$ cat src/rtl/rgb_pixel_streamer_pkg.sv
// Shared definitions for the grayscale pipeline front end: streamer states,
// bytes per pixel and the frame byte count used by streamer, grayscaler and controller.
package rgb_pixel_streamer_pkg;

  typedef enum logic [2:0] {
    IDLE,
    STREAM,
    DRAIN,
    DONE,
    REARM
  } stream_state_e;

  localparam int unsigned RGB_BYTES = 3;

  // Bytes in one N x M colour frame stored as interleaved R, G, B.
  function automatic int unsigned frame_bytes(input int unsigned n, input int unsigned m);
    return RGB_BYTES * n * m;
  endfunction

endpackage

$ cat src/rtl/stream_addr_gen.sv
// Byte index counter for the RGB streamer: clear/increment control, memory
// address generation and detection of the final byte of the frame.
module stream_addr_gen
  import rgb_pixel_streamer_pkg::*;
#(
  parameter int          ADDR_W    = 8,
  parameter int          BASE_ADDR = 0,
  parameter int unsigned TOTAL     = 12
) (
  input  logic              clk,
  input  logic              rst_n,
  input  logic              clear_i,
  input  logic              incr_i,
  output logic [ADDR_W-1:0] addr_o,
  output logic              terminal_o
);

  logic [ADDR_W-1:0] idx_q, idx_d;

  // NOTE: every always_comb output gets a default first so no path leaves it unassigned (no latch).
  always_comb begin
    idx_d = idx_q;
    if (clear_i) begin
      idx_d = '0;
    end else if (incr_i) begin
      idx_d = idx_q + ADDR_W'(1);
    end
  end

  // NOTE: state registers use non-blocking assignments so all flops update together at the edge.
  always_ff @(posedge clk or negedge rst_n) begin
    if (!rst_n) begin
      idx_q <= '0;
    end else begin
      idx_q <= idx_d;
    end
  end

  assign addr_o     = ADDR_W'(BASE_ADDR) + idx_q;
  assign terminal_o = (idx_q == ADDR_W'(TOTAL - 1));

endmodule

$ cat src/rtl/rgb_pixel_streamer.sv
// Producer end of the Din/RWM_valid/pause interface: streams the colour frame
// from memory as R, G, B bytes and pulses src_done when the frame is complete.
module rgb_pixel_streamer
  import rgb_pixel_streamer_pkg::*;
#(
  parameter int N         = 2,
  parameter int M         = 2,
  parameter int ADDR_W    = 8,
  parameter int BASE_ADDR = 0
) (
  input  logic              clk,
  input  logic              rst_n,
  input  logic              src_enable,
  input  logic              pause,
  output logic              mem_rd_en,
  output logic [ADDR_W-1:0] mem_addr,
  input  logic [7:0]        mem_rdata,
  output logic [7:0]        Dout,
  output logic              RWM_valid,
  output logic              last_byte,
  output logic              src_done
);

  localparam int unsigned TOTAL = frame_bytes(N, M);

  stream_state_e state_q, state_d;
  logic          rd_en;
  logic          clear;
  logic          terminal;
  logic          done;
  logic          valid_q;
  logic          last_q;

  stream_addr_gen #(
    .ADDR_W    (ADDR_W),
    .BASE_ADDR (BASE_ADDR),
    .TOTAL     (TOTAL)
  ) u_addr_gen (
    .clk        (clk),
    .rst_n      (rst_n),
    .clear_i    (clear),
    .incr_i     (rd_en),
    .addr_o     (mem_addr),
    .terminal_o (terminal)
  );

  always_comb begin
    state_d = state_q;
    rd_en   = 1'b0;
    clear   = 1'b0;
    done    = 1'b0;
    unique case (state_q)
      IDLE: begin
        clear = 1'b1;
        if (src_enable) state_d = STREAM;
      end
      STREAM: begin
        // A read issued in the abort cycle is still presented next cycle.
        rd_en = !pause;
        if (!src_enable) begin
          state_d = IDLE;
          clear   = 1'b1;
        end else if (rd_en && terminal) begin
          state_d = DRAIN;
        end
      end
      DRAIN: begin
        state_d = src_enable ? DONE : IDLE;
      end
      DONE: begin
        done    = 1'b1;
        state_d = REARM;
      end
      REARM: begin
        // Hold here until the controller drops enable, so a held enable cannot restart the frame.
        if (!src_enable) state_d = IDLE;
      end
      default: state_d = IDLE;
    endcase
  end

  always_ff @(posedge clk or negedge rst_n) begin
    if (!rst_n) begin
      state_q <= IDLE;
      valid_q <= 1'b0;
      last_q  <= 1'b0;
    end else begin
      state_q <= state_d;
      valid_q <= rd_en;
      last_q  <= rd_en && terminal;
    end
  end

  assign mem_rd_en = rd_en;
  assign RWM_valid = valid_q;
  assign Dout      = valid_q ? mem_rdata : 8'h00;
  assign last_byte = valid_q && last_q;
  assign src_done  = done;

endmodule

$ cat config.mk
export PLATFORM = sky130hd
export DESIGN_NAME = rgb_pixel_streamer
export DESIGN_NICKNAME = d
export VERILOG_FILES = /design/src/rtl/rgb_pixel_streamer_pkg.sv /design/src/rtl/stream_addr_gen.sv /design/src/rtl/rgb_pixel_streamer.sv
export SDC_FILE = /design/constraint.sdc
export NUM_CORES = 1
export LEC_CHECK = 0
export ABC_AREA = 1
export CORE_ASPECT_RATIO = 1.25
export CORE_MARGIN = 2
export CORE_UTILIZATION = 30
export DETAILED_ROUTE_END_ITERATION = 8
export GPL_ROUTABILITY_DRIVEN = 0
export HOLD_SLACK_MARGIN = 0.15
export PLACE_DENSITY_LB_ADDON = 0.25
export SLEW_MARGIN = 30
export SYNTH_ARGS = -nofsm -noshare
export SYNTH_HDL_FRONTEND = slang
export SYNTH_SLANG_ARGS = --single-unit
$ cat constraint.sdc
create_clock -name clk -period 3.7 [get_ports clk]
set_clock_uncertainty 0.1 [all_clocks]
set_input_delay 0.555 -clock clk [delete_from_list [all_inputs] [get_ports clk]]
set_output_delay 0.555 -clock clk [all_outputs]
set_load 0.02 [all_outputs]
## Word-level counts from Yosys, hierarchy flattened

Cells that the tools add are included.

- Add/sub/neg operators: 1
- Reductions and logical operators: 7
- Equal/unequal tests: 8
- Mux-type cells: 13

Operators with widths:

| operator | count |
|---|---|
| $mux 8 | 3 |
| $pmux 3 s5 | 1 |
| $mux 3 | 4 |
| $add 8x1->8 const B | 1 |
| $eq 8x4->1 const B | 1 |
| $eq 3x2->1 const B | 2 |
| $ne 2x2->1 const B | 2 |
| $eq 3x1->1 const B | 1 |
| $eq 3x3->1 const B | 1 |
| $logic_and 1x1->1 | 3 |
| $logic_not 3->1 | 1 |
| $mux 1 | 3 |
| $ne 3x3->1 const B | 1 |
| $reduce_and 3->1 | 1 |
| $mux 2 | 1 |
| $pmux 1 s2 | 1 |
| $reduce_bool 2->1 | 1 |
| $logic_not 1->1 | 1 |

- Output and inout bits: 20
- Register bits: 13
- Input port bits: 12
- Word-level logic and storage cells: 33

## Depth between registers and ports, before layout

Gate-level depths: netlist of the first run.

- Depth after elaboration: 5
- Mapped depth: 7
- Depth with buffers taken out: 7

## Modules after synthesis

From an unflattened synthesis of the first run, not the netlist that was laid out.

- Cells, all modules: 112
- Area, all modules: 784.5 um^2

By module, submodules not included:

| module | area an instance (um^2) | cells each | sequential area each (um^2) | times used |
|---|---|---|---|---|
| stream_addr_gen | 461.7 | 59 | 200.2 | 1 |
| rgb_pixel_streamer | 322.8 | 53 | 125.1 | 1 |

## Worst setup path before layout of the first run

OpenSTA, ideal clock, no wires.

- Path kind: register to output
- From: reg state_q[0]
- To: out src_done
- Cell stages (with the launch flop): 3
- Data required time: 3,045 ps
- Setup slack: 2,051 ps
- Path buffers: 0
- Arrival: 994 ps
- Path through: dfrtp_1 inv_2 nor3_1

- Longest elaborated chain between the ends: 2

Ends and longest elaborated chain:

| item | line | source |
|---|---|---|
| start, declared | rgb_pixel_streamer.sv:26 | `stream_state_e state_q, state_d;` |
| start signal, assigned | rgb_pixel_streamer.sv:88 | `state_q <= state_d;` |
| $eq 3x2->1 | rgb_pixel_streamer.sv:52 | `unique case (state_q)` |
| $mux 1 | rgb_pixel_streamer.sv:52 |  |
| end, declared | rgb_pixel_streamer.sv:21 | `output logic src_done` |

No other way between the ends.

## Worst setup path in the final report of the first run

- From: in pause
- To: out mem_rd_en

- Longest elaborated chain between the ends: 2

Ends and longest elaborated chain:

| item | line | source |
|---|---|---|
| start, declared | rgb_pixel_streamer.sv:14 | `input logic pause,` |
| $logic_not 1->1 | rgb_pixel_streamer.sv:59 | `rd_en = !pause;` |
| $mux 1 | rgb_pixel_streamer.sv:52 |  |
| end, declared | rgb_pixel_streamer.sv:15 | `output logic mem_rd_en,` |

No other way between the ends.

==> results.tsv, run 1 <==
stage	metric	value	unit
sta	setup_tns	0	ns
route	firstDrtPassIters	4	
layout	final_area	1190	um^2
sta	max_freq	388	MHz
global_routing	grt_pass1_vias	780	
route	highest_layer	met4	
clock_tree	clock_latency	0.28	ns
route	postRouteAntennaNets	0	
power	switchingPower	289	uW
synthesis	syn_nets	133	
global_routing	grt_max_degree	14	
sta	final.min_clock_period	2.58	ns
placed_design	place_hpwl	1510	um
critical_path	critical_path.startpoint	pause	
route	drt-total-wl	1900	um
layout	nNetsFinal	168	
synthesis	ys_seq_area_share	39.8	%
clock_tree	cts_sinks	13	
clock_tree	path_clk_slew	0.09	ns
route	via_count	828	
global_routing	gr-usage-all-layers	13.3	%
power	p_comb_share	53.4	%
synthesis	yosys_register_bits	13	
sta	maxSlewHeadroom	59.4	%
sta	max_slew.worst_pin.slew	0.607	ns
critical_path	worstReg2RegStart	u_addr_gen.idx_q[1]$_DFFE_PN0P_	
sta	slew_viol_final	0	
route	wl_met1	818	um
route	wl_per_cell	10.1	um
run	cap_violations	0	
power	power	632	uW
clock_tree	cts_inserted_buffers	3	
floorplan	dieHeight	62.3	um
clock_tree	post_cts_buffers	0	
route	dr_wl_met2	928	um
clock_tree	cts_resized	0	
sta	hold_viol_final	0	
floorplan	start_util	31.1	%
layout	nFillCells	279	
clock_tree	root_buffer	clkbuf_4	
critical_path	reg2reg_slack	2.29	ns
min_path	hold_class	reg2reg	
power	leakagePower	0.636	nW
global_routing	antenna_found_initial	0	
power	powerDensity	530	nW/um^2
critical_path	path_max_fanout	8	
power	swShare	45.8	%
route	route.detailed.drc	0	
sta	report.final.setup_viol	0	
global_routing	grt_overflow_total	0	
min_path	hold_end	u_addr_gen.idx_q[7]$_DFFE_PN0P_	
run_status	outcome	finished clean	
floorplan	die_w	50.7	um
critical_path	crit_type	in2out	
synthesis	syn_avg_cell_area	6.81	um^2
critical_path	worstPathArrival	1.93	ns
sta	rsz0062_at_grt	no	
placed_design	portBuffers	31	
route	dr.first_iter.drc_count	22	
power	internal-power	342	uW
clock_tree	cts_tree	yes	
min_path	worstHoldStart	u_addr_gen.idx_q[7]$_DFFE_PN0P_	
critical_path	ff2ff_path_depth	7	
placed_design	place_area	1170	um^2
critical_path	crit_path_end_kind	output pin	
route	wl_met3	124	um
floorplan	io_pins	32	
critical_path	crit_path_start_kind	primary input	
route	routed_via_density	4.40	
floorplan	rows	21	
synthesis	ys_warn_count	0	
clock_tree	h-tree-depth	1	
floorplan	coreArea	2630	um^2
global_routing	grt_pass1_wl	3310	um
critical_path	crit_required	3.04	ns
power	pwr-share-seq	32.0	%
min_path	min_delay_path_depth	2	
floorplan	die_area	3160	um^2
synthesis	syn_inst	120	
sta	finalCritPeriodShare	69.7	%
layout	synthToLayoutAreaGrowth	45.9	%
layout	antennaDiodeCount	0	
power	pwr-share-clk	14.5	%
synthesis	synth_cell_types	19	
critical_path	reg2reg_to	state_q[1]$_DFFE_PN0P_	
synthesis	syn_area	817	um^2
layout	drive_gt1_share	7.79	%
clock_tree	clk_path_buf_depth	2	
clock_tree	cts_hold_buf	0	
power	ir_drop	0.000277	V
synthesized netlist by cell type:
library cell,instances,area share [%]
a21oi_1,2,1.2
inv_4,1,0.77
inv_1,23,11
nor3_1,2,1.2
ha_1,1,1.5
o21ai_1,1,0.61
nand2_1,38,17
nand3_4,1,2.1
nand2_2,2,1.5
inv_2,2,0.92
nand3_1,7,4.3
nor2_4,1,1.4
nor2_1,15,6.9
nand4_1,6,4.6
o21ai_4,1,2.0
o21ai_0,2,1.2
dfrtp_1,13,40
nand2_4,1,1.4
clkbuf_1,1,0.46
area by class of cell:
type,instances,area (um^2),area share [%]
Multi-Input combinational cell,80,388,32.5
Inverter,26,100,8.39
Sequential cell,13,325,27.3
Timing Repair Buffer,31,310,26.0
Clock buffer,4,26.3,2.20
Tap cell,34,42.5,3.57
per-layer routing:
metal,GRT usage (%),up-vias
li1,-,434
met1,14.6,361
met2,24.0,29
met3,3.61,4
met4,4.05,0
met5,0,-
cell usage in the layout, fill, tap and decap left out, drive strengths merged:
cell type,n
clkbuf,4
nand3,8
ha,1
a21oi,2
nor3,2
nand2,41
nor2,16
dfrtp,13
o21ai,4
nand4,6
clkdlybuf4s50,31
inv,26
metrics by stage:
step	setup slack [ns]	util (%)	std cells	hold slack [ns]
final	1.12	45.4	188	0.447
after global routing	1.05	45.4	188	0.490
after CTS	1.12	45.4	188	0.452
after detailed placement	1.12	44.4	184	0.431
after global placement	1.14	44.4	184	0.413
after floorplan	2.05	-	120	0.159
worst max-delay path, cell delays in order:
cell	delay, ns
clkdlybuf4s50_1	0.39
inv_1	0.11
nand3_4	0.12
inv_4	0.13
clkdlybuf4s50_1	0.61
power by group through the flow:
stage	sequential [mW]	clock (mW)	combinational (mW)
6_report	0.202	0.0918	0.337
5_1_grt	0.208	0.102	0.370
4_1_cts	0.203	0.0935	0.341
3_5_place_dp	0.206	0	0.340
3_3_place_gp	0.205	0	0.332
2_1_floorplan	0.206	0	0.217
cells by family after synthesis:
family,after synthesis,share of synthesized area (%)
fa+ha+maj,1,1.53
buf+inv,27,12.7
simple gates,73,40.9
flops,13,39.8
compound gates,6,5.05
registers in the layout, indices dropped and copies added (netlist names):
| signal | cells |
|---|---|
| last_q | 1 |
| RWM_valid | 1 |
| u_addr_gen.idx_q | 8 |
| state_q | 3 |
worst max path at each step:
stage,endpoint,cells past startpoint,slack [ns]
floorplan,src_done,2,2.05
detailed placement,mem_rd_en,5,1.12
global route,mem_rd_en,5,1.05
global placement,mem_rd_en,5,1.14
finish,mem_rd_en,5,1.12
CTS,mem_rd_en,5,1.12
Power figures use the tool's default switching activity.
==> run 2: changes to the inputs <==
- clock period: 3.7 -> 2.5 ns (I/O delays scaled with it)
==> results of run 2 <==
Same layout as run 1 (identical final DEF). Status: finished clean.
Main changes from that run: setup slack after placement 1.12 ns -> 0.276 ns; setup slack after layout 1.12 ns -> 0.219 ns; hold slack 0.447 ns -> 0.370 ns; start point of the critical path pause -> state_q[1]$_DFFE_PN0P_; register-to-register setup slack 2.29 ns -> 1.09 ns; total power 0.632 mW -> 0.935 mW; worst IR drop on VDD 0.000277 V -> 0.000409 V
